<file path="src/rtl/bridge_pkg.sv">
// ---------------------------------------------------------------------------
// bridge_pkg
// Purpose : Shared constants and helpers for the 1-master/N-slave data bridge.
//           The XLEN macro is defined here (32 by default) so that every
//           later file of the bridge sees the same data/address width.
// Ports   : none (package)
// ---------------------------------------------------------------------------
`ifndef XLEN
`define XLEN 32
`endif

package bridge_pkg;

  localparam int NSLV_DEFAULT = 4;

  // One extra code beyond the slave indices is reserved for the bridge's own
  // decode-error responder, so the ID width covers 0..NSLV.
  function automatic int slvIdWidth(input int nslv);
    return $clog2(nslv + 1);
  endfunction

  localparam int SLV_ID_W = $clog2(NSLV_DEFAULT + 1);

  localparam logic [31:0] DECERR_RDATA = 32'hDEAD_BEEF;

  // Default address window of the confreg slave.
  localparam logic [31:0] CONF_BASE = 32'h1faf_0000;
  localparam logic [31:0] CONF_MASK = 32'h1fff_0000;

endpackage

</file>
<file path="src/rtl/bridge_1xn_if.sv">
// ---------------------------------------------------------------------------
// bridge_1xn_if
// Purpose : Groups the CPU-side split handshake and the broadcast slave-side
//           bus of bridge_1xn into one bundle.
// Modports: slave  - view of the bridge (CPU requests in, slave replies in,
//                    CPU replies out, slave requests out)
//           master - view of the surrounding CPU and slaves (the opposite)
// Signals : cpu_req/wr/size/wstrb/addr/wdata, cpu_addr_ok/data_ok/rdata,
//           slv_req[NSLV], slv_wr/size/wstrb/addr/wdata, slv_addr_ok[NSLV],
//           slv_data_ok[NSLV], slv_rdata[NSLV*XLEN], decerr
// ---------------------------------------------------------------------------
`ifndef XLEN
`define XLEN 32
`endif

interface bridge_1xn_if #(
  parameter int NSLV = 4
);

  logic                   cpu_req;
  logic                   cpu_wr;
  logic [1:0]             cpu_size;
  logic [3:0]             cpu_wstrb;
  logic [`XLEN-1:0]       cpu_addr;
  logic [`XLEN-1:0]       cpu_wdata;
  logic                   cpu_addr_ok;
  logic                   cpu_data_ok;
  logic [`XLEN-1:0]       cpu_rdata;

  logic [NSLV-1:0]        slv_req;
  logic                   slv_wr;
  logic [1:0]             slv_size;
  logic [3:0]             slv_wstrb;
  logic [`XLEN-1:0]       slv_addr;
  logic [`XLEN-1:0]       slv_wdata;
  logic [NSLV-1:0]        slv_addr_ok;
  logic [NSLV-1:0]        slv_data_ok;
  logic [NSLV*`XLEN-1:0]  slv_rdata;

  logic                   decerr;

  modport slave (
    input  cpu_req, cpu_wr, cpu_size, cpu_wstrb, cpu_addr, cpu_wdata,
    output cpu_addr_ok, cpu_data_ok, cpu_rdata,
    output slv_req, slv_wr, slv_size, slv_wstrb, slv_addr, slv_wdata,
    input  slv_addr_ok, slv_data_ok, slv_rdata,
    output decerr
  );

  modport master (
    output cpu_req, cpu_wr, cpu_size, cpu_wstrb, cpu_addr, cpu_wdata,
    input  cpu_addr_ok, cpu_data_ok, cpu_rdata,
    input  slv_req, slv_wr, slv_size, slv_wstrb, slv_addr, slv_wdata,
    output slv_addr_ok, slv_data_ok, slv_rdata,
    input  decerr
  );

endinterface

</file>
<file path="src/rtl/bridge_id_fifo.sv">
// ---------------------------------------------------------------------------
// bridge_id_fifo
// Purpose : In-order FIFO of target IDs for accepted-but-unanswered
//           transactions. The head tells the bridge which slave owes the
//           next response.
// Ports   : clk, reset (synchronous, active-high)
//           push_i/data_i - enqueue one ID
//           pop_i         - dequeue the head
//           head_o        - ID at the head (valid while cnt_o != 0)
//           cnt_o         - number of stored IDs (0..DEPTH)
//           full_o        - cnt_o == DEPTH
// The caller never pushes when full nor pops when empty.
// ---------------------------------------------------------------------------
module bridge_id_fifo #(
  parameter int WIDTH = 3,
  parameter int DEPTH = 4,
  parameter int CNT_W = $clog2(DEPTH) + 1
) (
  input  logic             clk,
  input  logic             reset,
  input  logic             push_i,
  input  logic             pop_i,
  input  logic [WIDTH-1:0] data_i,
  output logic [WIDTH-1:0] head_o,
  output logic [CNT_W-1:0] cnt_o,
  output logic             full_o
);

  localparam int PtrW = $clog2(DEPTH);

  logic [PtrW-1:0]  wrPtr_q, wrPtr_d;
  logic [PtrW-1:0]  rdPtr_q, rdPtr_d;
  logic [CNT_W-1:0] cnt_q, cnt_d;
  logic [WIDTH-1:0] mem [DEPTH];

  // DEPTH is a power of two, so the pointers wrap by plain overflow.
  assign wrPtr_d = wrPtr_q + PtrW'(1);
  assign rdPtr_d = rdPtr_q + PtrW'(1);
  assign cnt_d   = cnt_q + CNT_W'(push_i) - CNT_W'(pop_i);

  sirv_gnrl_dfflr #(.DW(PtrW)) u_wrPtr (
    .lden(push_i), .dnxt(wrPtr_d), .qout(wrPtr_q), .clk(clk), .rst(reset));

  sirv_gnrl_dfflr #(.DW(PtrW)) u_rdPtr (
    .lden(pop_i), .dnxt(rdPtr_d), .qout(rdPtr_q), .clk(clk), .rst(reset));

  // A simultaneous push and pop leaves the count untouched.
  sirv_gnrl_dfflr #(.DW(CNT_W)) u_cnt (
    .lden(push_i ^ pop_i), .dnxt(cnt_d), .qout(cnt_q), .clk(clk), .rst(reset));

  for (genvar g = 0; g < DEPTH; g++) begin : g_entry
    sirv_gnrl_dfflr #(.DW(WIDTH)) u_ent (
      .lden(push_i && (wrPtr_q == PtrW'(g))),
      .dnxt(data_i),
      .qout(mem[g]),
      .clk(clk),
      .rst(reset)
    );
  end

  assign head_o = mem[rdPtr_q];
  assign cnt_o  = cnt_q;
  assign full_o = (cnt_q == CNT_W'(DEPTH));

endmodule

</file>
<file path="src/rtl/sirv_gnrl_dfflr.sv">
// ---------------------------------------------------------------------------
// sirv_gnrl_dfflr
// Purpose : Generic load-enabled flop vector with synchronous active-high
//           reset to zero. All bridge state is held in these cells.
// Ports   : lden (load enable), dnxt (next value), qout (current value),
//           clk, rst (synchronous, active-high)
// ---------------------------------------------------------------------------
module sirv_gnrl_dfflr #(
  parameter int DW = 32
) (
  input  logic          lden,
  input  logic [DW-1:0] dnxt,
  output logic [DW-1:0] qout,
  input  logic          clk,
  input  logic          rst
);

  logic [DW-1:0] qout_q;

  always_ff @(posedge clk) begin
    if (rst) begin
      qout_q <= '0;
    end else if (lden) begin
      qout_q <= dnxt;
    end
  end

  assign qout = qout_q;

endmodule

</file>
<file path="src/rtl/bridge_1xn.sv">
// ---------------------------------------------------------------------------
// bridge_1xn
// Purpose : Routes one CPU data port (req/addr_ok/data_ok split handshake)
//           to NSLV slaves selected by base/mask address windows, allowing
//           up to OUTST_DEPTH outstanding transactions and returning the
//           responses in issue order. Slave 0 is the default slave.
// Ports   : clk   - clock
//           reset - synchronous, active-high reset (shared with slaves)
//           bus   - bridge_1xn_if.slave (CPU side, slave side, decerr)
// Options : BRIDGE_DECERR_EN - when defined, addresses that hit no window
//           are answered by the bridge itself with rdata 32'hDEAD_BEEF and
//           a decerr pulse instead of going to slave 0.
// ---------------------------------------------------------------------------
module bridge_1xn
  import bridge_pkg::*;
#(
  parameter int                    NSLV        = 4,
  parameter int                    OUTST_DEPTH = 4,
  parameter logic [NSLV*`XLEN-1:0] SLV_BASE    = {NSLV{32'h0}},
  parameter logic [NSLV*`XLEN-1:0] SLV_MASK    = {NSLV{32'h0}}
) (
  input logic          clk,
  input logic          reset,
  bridge_1xn_if.slave  bus
);

  localparam int XL   = `XLEN;
  localparam int IdW  = slvIdWidth(NSLV);
  localparam int CntW = $clog2(OUTST_DEPTH) + 1;
  localparam logic [IdW-1:0] ErrId = IdW'(NSLV);

  logic [IdW-1:0]  tgt;
  logic [IdW-1:0]  head;
  logic [IdW-1:0]  lastTgt_q;
  logic [CntW-1:0] cnt;
  logic            full;
  logic            allow;
  logic            isErrTgt;
  logic            tgtAddrOk;
  logic            headDataOk;
  logic            errResp;
  logic            push;
  logic            pop;
  logic [NSLV-1:0] tgtSel;
  logic [NSLV-1:0] headSel;
  logic [XL-1:0]   headRdata;

  // Scan from the top down so the lowest matching window wins. Entry 0 is
  // never matched; it only receives what nothing else claims.
  always_comb begin
`ifdef BRIDGE_DECERR_EN
    tgt = ErrId;
`else
    tgt = '0;
`endif
    for (int i = NSLV - 1; i >= 1; i--) begin
      if ((bus.cpu_addr & SLV_MASK[i*XL +: XL]) == SLV_BASE[i*XL +: XL]) begin
        tgt = IdW'(i);
      end
    end
    isErrTgt = (tgt == ErrId);
  end

  // One-hot views of the target and the head. The head view is empty while
  // nothing is outstanding, which masks any stray slave response.
  always_comb begin
    tgtSel     = '0;
    headSel    = '0;
    tgtAddrOk  = 1'b0;
    headDataOk = 1'b0;
    headRdata  = '0;
    for (int i = 0; i < NSLV; i++) begin
      tgtSel[i]  = (tgt == IdW'(i));
      headSel[i] = (cnt != '0) && (head == IdW'(i));
      tgtAddrOk  = tgtAddrOk | (tgtSel[i] & bus.slv_addr_ok[i]);
      if (headSel[i] && bus.slv_data_ok[i]) begin
        headDataOk = 1'b1;
        headRdata  = bus.slv_rdata[i*XL +: XL];
      end
    end
  end

  // Switching to a different target is only allowed once everything in
  // flight has returned; this is what keeps responses in order.
  assign allow = !full && ((cnt == '0) || (tgt == lastTgt_q));

  assign bus.slv_req     = (bus.cpu_req && allow) ? tgtSel : '0;
  assign bus.cpu_addr_ok = bus.cpu_req && allow && (isErrTgt || tgtAddrOk);
  assign push            = bus.cpu_req && bus.cpu_addr_ok;

  // The decode-error responder answers as soon as its ID sits at the head of
  // a non-empty FIFO, i.e. at the earliest one cycle after acceptance.
`ifdef BRIDGE_DECERR_EN
  assign errResp = (cnt != '0) && (head == ErrId);
`else
  assign errResp = 1'b0;
`endif

  assign bus.cpu_data_ok = headDataOk || errResp;
  assign bus.cpu_rdata   = errResp ? DECERR_RDATA : headRdata;
  assign bus.decerr      = errResp;
  assign pop             = bus.cpu_data_ok;

  assign bus.slv_wr    = bus.cpu_wr;
  assign bus.slv_size  = bus.cpu_size;
  assign bus.slv_wstrb = bus.cpu_wstrb;
  assign bus.slv_addr  = bus.cpu_addr;
  assign bus.slv_wdata = bus.cpu_wdata;

  sirv_gnrl_dfflr #(.DW(IdW)) u_lastTgt (
    .lden(push), .dnxt(tgt), .qout(lastTgt_q), .clk(clk), .rst(reset));

  bridge_id_fifo #(
    .WIDTH(IdW),
    .DEPTH(OUTST_DEPTH),
    .CNT_W(CntW)
  ) u_idFifo (
    .clk(clk),
    .reset(reset),
    .push_i(push),
    .pop_i(pop),
    .data_i(tgt),
    .head_o(head),
    .cnt_o(cnt),
    .full_o(full)
  );

  // A slave may only answer when it owns the head of the queue.
  assert property (@(posedge clk) disable iff (reset)
                   (bus.slv_data_ok & ~headSel) == '0);

endmodule

</file>
<file path="src/flat_wrapper.sv">
// flat-port wrapper written by rule: the top's interface ports become plain ports
module bridge_1xn_flat import bridge_pkg::*;
#(
  parameter int                    NSLV        = 4,
  parameter int                    OUTST_DEPTH = 4,
  parameter logic [NSLV*`XLEN-1:0] SLV_BASE    = {NSLV{32'h0}},
  parameter logic [NSLV*`XLEN-1:0] SLV_MASK    = {NSLV{32'h0}}
)
  (clk, reset, bus_cpu_req, bus_cpu_wr, bus_cpu_size, bus_cpu_wstrb, bus_cpu_addr, bus_cpu_wdata, bus_cpu_addr_ok, bus_cpu_data_ok, bus_cpu_rdata, bus_slv_req, bus_slv_wr, bus_slv_size, bus_slv_wstrb, bus_slv_addr, bus_slv_wdata, bus_slv_addr_ok, bus_slv_data_ok, bus_slv_rdata, bus_decerr);
  bridge_1xn_if #(.NSLV(NSLV)) bus_i ();
  input logic clk;
  input logic reset;
  input wire logic [$bits(bus_i.cpu_req)-1:0] bus_cpu_req;
  input wire logic [$bits(bus_i.cpu_wr)-1:0] bus_cpu_wr;
  input wire logic [$bits(bus_i.cpu_size)-1:0] bus_cpu_size;
  input wire logic [$bits(bus_i.cpu_wstrb)-1:0] bus_cpu_wstrb;
  input wire logic [$bits(bus_i.cpu_addr)-1:0] bus_cpu_addr;
  input wire logic [$bits(bus_i.cpu_wdata)-1:0] bus_cpu_wdata;
  output wire logic [$bits(bus_i.cpu_addr_ok)-1:0] bus_cpu_addr_ok;
  output wire logic [$bits(bus_i.cpu_data_ok)-1:0] bus_cpu_data_ok;
  output wire logic [$bits(bus_i.cpu_rdata)-1:0] bus_cpu_rdata;
  output wire logic [$bits(bus_i.slv_req)-1:0] bus_slv_req;
  output wire logic [$bits(bus_i.slv_wr)-1:0] bus_slv_wr;
  output wire logic [$bits(bus_i.slv_size)-1:0] bus_slv_size;
  output wire logic [$bits(bus_i.slv_wstrb)-1:0] bus_slv_wstrb;
  output wire logic [$bits(bus_i.slv_addr)-1:0] bus_slv_addr;
  output wire logic [$bits(bus_i.slv_wdata)-1:0] bus_slv_wdata;
  input wire logic [$bits(bus_i.slv_addr_ok)-1:0] bus_slv_addr_ok;
  input wire logic [$bits(bus_i.slv_data_ok)-1:0] bus_slv_data_ok;
  input wire logic [$bits(bus_i.slv_rdata)-1:0] bus_slv_rdata;
  output wire logic [$bits(bus_i.decerr)-1:0] bus_decerr;
  assign bus_i.cpu_req = bus_cpu_req;
  assign bus_i.cpu_wr = bus_cpu_wr;
  assign bus_i.cpu_size = bus_cpu_size;
  assign bus_i.cpu_wstrb = bus_cpu_wstrb;
  assign bus_i.cpu_addr = bus_cpu_addr;
  assign bus_i.cpu_wdata = bus_cpu_wdata;
  assign bus_cpu_addr_ok = bus_i.cpu_addr_ok;
  assign bus_cpu_data_ok = bus_i.cpu_data_ok;
  assign bus_cpu_rdata = bus_i.cpu_rdata;
  assign bus_slv_req = bus_i.slv_req;
  assign bus_slv_wr = bus_i.slv_wr;
  assign bus_slv_size = bus_i.slv_size;
  assign bus_slv_wstrb = bus_i.slv_wstrb;
  assign bus_slv_addr = bus_i.slv_addr;
  assign bus_slv_wdata = bus_i.slv_wdata;
  assign bus_i.slv_addr_ok = bus_slv_addr_ok;
  assign bus_i.slv_data_ok = bus_slv_data_ok;
  assign bus_i.slv_rdata = bus_slv_rdata;
  assign bus_decerr = bus_i.decerr;
  bridge_1xn #(.NSLV(NSLV), .OUTST_DEPTH(OUTST_DEPTH), .SLV_BASE(SLV_BASE), .SLV_MASK(SLV_MASK)) u_core (.clk(clk), .reset(reset), .bus(bus_i));
endmodule
</file>
<file path="config.mk">
export PLATFORM = sky130hd
export DESIGN_NAME = bridge_1xn_flat
export DESIGN_NICKNAME = d
export VERILOG_FILES = /design/src/rtl/bridge_pkg.sv /design/src/rtl/bridge_1xn_if.sv /design/src/rtl/bridge_id_fifo.sv /design/src/rtl/sirv_gnrl_dfflr.sv /design/src/rtl/bridge_1xn.sv /design/src/flat_wrapper.sv
export SDC_FILE = /design/constraint.sdc
export NUM_CORES = 1
export LEC_CHECK = 0
export CAP_MARGIN = 0
export CORE_AREA = 3 3 122 124
export CTS_BUF_LIST = sky130_fd_sc_hd__clkbuf_16
export DETAILED_ROUTE_END_ITERATION = 8
export DIE_AREA = 0 0 125 127
export SETUP_SLACK_MARGIN = 0.5
export SLEW_MARGIN = 20
export SYNTH_ARGS = -nofsm -noshare
export SYNTH_HDL_FRONTEND = slang
export SYNTH_HIERARCHICAL = 1
export SYNTH_SLANG_ARGS = --single-unit
</file>
<file path="constraint.sdc">
create_clock -name clk -period 3 [get_ports clk]
set_input_delay 0.6 -clock clk [delete_from_list [all_inputs] [get_ports clk]]
set_output_delay 0.6 -clock clk [all_outputs]
set_load 0.02 [all_outputs]
</file>
Word-level counts from Yosys, hierarchy flattened
Cells that the tools add are included.
- reduce and logical (&&, ||, !) cells: 22
- add/subtract/negate cells: 4
- $lt $le $gt $ge: 1
- bitwise gates (word level): 2
- multiplexer cells: 12
- eq/ne operators: 7
- operators with widths (kind ; number):
    32-bit 2-to-1 mux ; 4
    1-bit logical AND ; 16
    3-bit binary-select mux with 2-bit select ; 1
    3-bit by 2-bit equality test with 1-bit output (second input constant) ; 2
    3-bit logical NOT ; 2
    3-bit 2-to-1 mux ; 2
    2-bit by 1-bit adder with 2-bit output (second input constant) ; 2
    2-bit equality test (second input constant) ; 2
    1-bit 2-to-1 mux ; 4
    3-bit by 1-bit adder with 3-bit output ; 1
    3-bit by 1-bit equality test with 1-bit output (second input constant) ; 1
    3-bit equality test (second input constant) ; 1
    3-bit >= comparator (second input constant) ; 1
    2-bit inverter with 3-bit output ; 1
    3-bit nonzero test ; 1
    3-bit by 1-bit subtractor with 3-bit output ; 1
    2-bit by 1-bit equality test with 1-bit output (second input constant) ; 1
    2-bit logical NOT ; 1
    2-bit 2-to-1 mux ; 1
    1-bit logical NOT ; 1
    1-bit logical OR ; 1
    1-bit bitwise XOR ; 1
- output and inout port bits: 110
- input bits: 210
- flip-flop bits (word level): 12
- logic and storage cells: 56

Logic depth before layout (Yosys ltp)
- depth in word-level cells: 12
- gate-level depth with buffers: 13
- gate-level depth less buffers: 11

By module
Netlist, hierarchy kept.
- by module, submodules not included (module ; times used ; area each (um^2) ; cells an instance ; sequential area each (um^2)):
    bridge_1xn ; 1 ; 1803.0 ; 249 ; 0.0
    sirv_gnrl_dfflr at u_core.u_idFifo.g_entry[0].u_ent ... ; 6 ; 101.3 ; 9 ; 60.1
    bridge_id_fifo ; 1 ; 274.0 ; 26 ; 0.0
    sirv_gnrl_dfflr at u_core.u_idFifo.u_rdPtr ... ; 2 ; 67.6 ; 6 ; 40.0

Worst setup path after synthesis
No wires, ideal clock.
- path type: reg-to-reg
- start: register u_core.u_idFifo.u_rdPtr.qout_q[0], in the netlist u_core/u_idFifo/u_rdPtr/qout[0]
- end: register u_core.u_idFifo.u_cnt.qout_q[2], in the netlist u_core/u_idFifo/u_cnt/qout[2]
- path buffers: 1
- period minus slack after synthesis: 3.306 ns
- slack: -0.306 ns
- cell stages (with the launch flop): 13
- arrival time: 3.191 ns
- setup time: 0.115 ns
- required time: 2.885 ns
- cells stage by stage: dfxtp_1 > buf_6 > mux4_2 > mux4_2 > nor2b_1 > ha_1 > inv_1 > ha_1 > inv_1 > fa_1 > xor3_1 > mux2i_1 > nor2_1
- longest elaborated chain between the ends: 12
- elaborated cells between the ends (all ways): 22
- those cells by class: 1 x add/sub; 3 x eq/ne; 7 x mux; 2 x bitwise; 9 x reduce/logical
- RTL lines (what ; RTL line ; RTL):
    start, declared ; sirv_gnrl_dfflr.sv:18 ; logic [DW-1:0] qout_q;
    start signal, assigned ; sirv_gnrl_dfflr.sv:24 ; qout_q <= dnxt;
    2-bit inverter with 3-bit output (not written as such) (*) ; bridge_id_fifo.sv:61 ; assign head_o = mem[rdPtr_q];
    3-bit binary-select mux with 2-bit select (*) ; bridge_id_fifo.sv:61 ;
    3-bit 2-to-1 mux (not written as such) (*) (2 in a row) ; bridge_id_fifo.sv:61 ;
    named net u_core.head[0] ; bridge_1xn.sv:33 ; logic [IdW-1:0] head;
    3-bit logical NOT ; bridge_1xn.sv:74 ; headSel[i] = (cnt != '0) && (head == IdW'(i));
    1-bit logical AND ; bridge_1xn.sv:74 ;
    1-bit logical AND ; bridge_1xn.sv:76 ; if (headSel[i] && bus.slv_data_ok[i]) begin
    1-bit 2-to-1 mux (3 in a row) ; bridge_1xn.sv:76 ;
    1-bit 2-to-1 mux (*) ; bridge_1xn.sv:76 ;
    named net bus_cpu_data_ok ; flat_wrapper.sv:20 ; output wire logic [$bits(bus_i.cpu_data_ok)-1:0] bus_cpu_data_ok;
    3-bit by 1-bit subtractor with 3-bit output (*) ; bridge_id_fifo.sv:39 ; assign cnt_d = cnt_q + CNT_W'(push_i) - CNT_W'(pop_i);
    named net u_core.u_idFifo.cnt_d[2] ; bridge_id_fifo.sv:33 ; logic [CNT_W-1:0] cnt_q, cnt_d;
    end signal, assigned ; sirv_gnrl_dfflr.sv:24 ;
    end, declared ; sirv_gnrl_dfflr.sv:18 ;
Mark *: on every way through the listed nets, which the timed path passes. The rest lies on a longest branch. The select of a mux whose other input is x is not followed.
A chain may end at the register's enable or synchronous reset.

Worst setup path in the final report
- start: register u_core.u_idFifo.u_rdPtr.qout_q[0], in the netlist u_core/u_idFifo/u_rdPtr/qout[0]
- end: output bus_cpu_data_ok
- longest elaborated chain between the ends: 11
- elaborated cells between the ends (all ways): 20
- those cells by class: 3 x eq/ne; 7 x mux; 1 x bitwise; 9 x reduce/logical
- RTL lines (what ; RTL line):
    2-bit inverter with 3-bit output (not written as such) (*) ; bridge_id_fifo.sv:61
    3-bit binary-select mux with 2-bit select (*) ; bridge_id_fifo.sv:61
    3-bit 2-to-1 mux (not written as such) (*) (2 in a row) ; bridge_id_fifo.sv:61
    named net u_core.head[1] ; bridge_1xn.sv:33
    3-bit logical NOT ; bridge_1xn.sv:74
    1-bit logical AND ; bridge_1xn.sv:74
    1-bit logical AND ; bridge_1xn.sv:76
    1-bit 2-to-1 mux (3 in a row) ; bridge_1xn.sv:76
    1-bit 2-to-1 mux (*) ; bridge_1xn.sv:76
    end, declared ; flat_wrapper.sv:20
Marks and branches as above.

==> reports/metrics.yaml <==
place:
  hpwlAfterDp_mm: 10.7
  dpl_cell_area_sq_um: 4480
  gp_congestion: 0.899
  place_inst: 624
  numPortBuffers: 170
  place_worst_setup_slack_ps: -201
floorplanning:
  rows: 43
  pin_count: 320
  die_area_sq_um: 15900
  start_util_pct: 20.3
  fp.coreArea_sq_um: 13900
  fp.dieH_um: 127
  die_w_um: 125
critical_path:
  worstPathRequired_ps: 2400
  rr_worst_depth: 12
  worstSetupStartpointType: "flop"
  cp.arrival_ps: 2330
  regToRegSetupSlack_ps: 180
  r2r_end: "u_core/u_idFifo/u_cnt/qout[1]$_SDFFE_PP0P_"
  crit_fanout: 6
  path_class: "flop to output pin"
  end_kind: "output pin"
  r2r_start: "u_core/u_idFifo/u_rdPtr/qout[0]$_SDFFE_PP0P_"
min_path:
  hold_path_end: "u_core/u_lastTgt/qout[0]$_SDFFE_PP0P_"
  holdPathStages: 2
  hp-class: "flop to flop"
  hp-start: "u_core/u_lastTgt/qout[0]$_SDFFE_PP0P_"
grt:
  grt_pass1_vias: 3160
  grt_pass1_wl_mm: 19.0
  antenna_found_initial: 0
  grt-ovfl-total: 0
  grt_max_degree: 33
  gr-usage-all-layers_pct: 15.3
cells_and_area:
  design_area_sq_um: 4830
  drive_gt1_share_pct: 32.6
  final_cells: 646
  areaGrowthSynthToFinish_pct: 71.2
  n_antenna_cell: 0
  final_nets: 684
sta:
  hold_viol: 0
  report.final.slew_viol_count: 0
  fin_crit_ps: 2930
  setup_tns_ps: 0
  finalSetupViolCount: 0
  max_freq_mhz: 341
  finClkSkew_ps: 4.42
  worst_slew_pin_slew_ps: 790
  rsz0062_at_grt: "true"
  holdWs_ps: 502
  setup_ws_ps: 70.3
  slew_headroom_pct: 47.2
  post-route-period-util_pct: 97.7
synth:
  netlist_area_sq_um: 2820
  syn_area_per_cell_sq_um: 8.27
  ys_async_sr_fraction_pct: 0
  ys_types: 31
  synth_seq_area_share_pct: 15.6
  synth_edf_count: 0
  synth_flop_cell: "dfxtp_1"
  syn_inst: 341
  ys_ff_latch: 22
  ys_warn_count: 6
clock_network:
  cts_root_buf: "clkbuf_16"
  tritoncts: "built"
  clkSinkCount: 22
  numCtsBuffers: 3
  clkLatencyLatePin_ps: 250
  clk_pin_slew_worst_paths_ps: 60
  cts_max_level: 1
  cts_buffer_depth: 2
run_status:
  outcome: "finished, final reports clean"
power_and_ir_drop:
  ir_drop_mv: 0.247
  leakagePower_nw: 1.68
  powerDensity_nw_per_um2: 456
drt:
  drc: 0
  antenna_left: 0
  vias: 2977
  wirelength_mm: 13.2
  via_per_inst: 4.61
  dr.pass1.iters: 4
  first_iter_violations: 114
  wl_per_cell_um: 20.5
flow_run:
  max_cap_violations: 0
area by class of cell:
cell class,instances,area (sq um)
Fill cell,1432,9050
Timing Repair Buffer,207,2090
Multi-Input combinational cell,224,1930
Sequential cell,22,444
Tap cell,180,225
Clock buffer,3,75.1
Inverter,9,36.3
Clock inverter,1,30.0
where the power goes:
part           leakage, nW  internal (mW)  switching (mW)
Combinational         1.45          0.784           0.702
Clock               0.0511          0.265           0.101
Sequential           0.179          0.324          0.0265
Total                 1.68           1.37           0.830
worst max-delay path, cell delays in order (launching register included):
cell and delay, ps:
dfxtp_4 370, buf_6 100, mux4_2 600, mux4_2 320, nor2b_4 160, buf_6 110, buf_6 100, buf_6 100
buf_6 110, buf_6 120
worst max-delay path by stage:
stage               slack [ps]                                          to  depth (start not counted)                                          from
floorplan                   90  u_core/u_idFifo/u_cnt/qout[1]$_SDFFE_PP0P_                         12  u_core/u_idFifo/u_rdPtr/qout[0]$_SDFFE_PP0P_
global route                -2                            bus_cpu_rdata[9]                          7  u_core/u_idFifo/u_rdPtr/qout[0]$_SDFFE_PP0P_
finish                      70                             bus_cpu_data_ok                          9  u_core/u_idFifo/u_rdPtr/qout[0]$_SDFFE_PP0P_
global placement          -160                           bus_cpu_rdata[29]                          6                            bus_slv_data_ok[2]
CTS                         60                           bus_cpu_rdata[24]                          7  u_core/u_idFifo/u_rdPtr/qout[0]$_SDFFE_PP0P_
detailed placement        -200  u_core/u_idFifo/u_cnt/qout[1]$_SDFFE_PP0P_                         11                            bus_slv_data_ok[1]
per-stage QoR:
| stage | power (mW) | utilization, % |
|---|---|---|
| 4_1_cts | 2.09 | 34.4 |
| 3_5_place_dp | 1.58 | 32.3 |
| 6_report | 2.20 | 34.8 |
| 5_1_grt | 2.34 | 34.8 |
| 3_3_place_gp | 1.56 | 32.3 |
| 2_1_floorplan | 1.14 | - |
what timing repair did:
| action | 4_1_cts | 5_1_grt |
|---|---|---|
| hold buffers | 0 | 0 |
| setup buffers | 10 | 5 |
| gates cloned | 1 | 2 |
| pin swaps | 2 | 11 |
| resized for setup | 134 | 46 |
| endpoints found under the setup margin | 37 | 38 |
synth_stat cells, types with 2 or more instances:
cell type,count,share of area (%)
buf_4,75,20
nand3_1,62,11
a31oi_1,31,6.9
a22oi_2,30,13
nor2_1,23,3.1
dfxtp_1,22,16
mux2i_1,22,7.8
buf_2,11,2.0
inv_1,9,1.2
clkbuf_1,8,1.1
and2_1,6,1.3
ha_1,6,2.7
buf_6,5,2.0
mux4_2,4,3.2
nand2_1,4,0.53
buf_12,3,2.1
conb_1,2,0.27
nor2b_1,2,0.44
nor3b_1,2,0.53
o211a_1,2,0.71
xor2_1,2,0.62
sequential cells by signal, summed over array words and instances, names as in the netlist:
signal	cells
u_core/u_idFifo/u_rdPtr/qout	2
u_core/u_idFifo/g_entry.u_ent/qout	12
u_core/u_idFifo/u_cnt/qout	3
u_core/u_lastTgt/qout	3
u_core/u_idFifo/u_wrPtr/qout	2
placed cells by master (no fill, tap or decap), drive strengths merged, types with 6 or more instances in the layout:
cell	instances
a22oi	31
a31oi	31
and2	6
buf	64
clkdlybuf4s50	135
conb	19
dfxtp	22
ha	6
inv	9
mux2i	22
nand3	62
nor2	23
metal layers:
| layer | vias to the layer above | share of wire, % | global-route usage (%) |
|---|---|---|---|
| met5 | - | 0 | 0 |
| met4 | 0 | 2.4 | 4.66 |
| met3 | 32 | 15 | 10.5 |
| met2 | 167 | 49 | 26.1 |
| met1 | 1399 | 33 | 14.9 |
| li1 | 1379 | - | - |
cells by family (layout without fill, tap and decap cells):
group                    after synthesis  after routing  share of synthesized area [%]
buffers and inverters                112            220                           28.4
flip-flops                            22             22                           15.6
adder cells (fa/ha/maj)                7              7                           3.37
other                                  2             19                          0.266
AND/OR/NAND/NOR                      103            103                           17.8
AO/OA/AOI/OAI                         66             66                           22.0
multiplexers                          26             26                           11.0
XOR/XNOR                               3              3                           1.46
No activity file was read; power rests on OpenSTA's default activity.
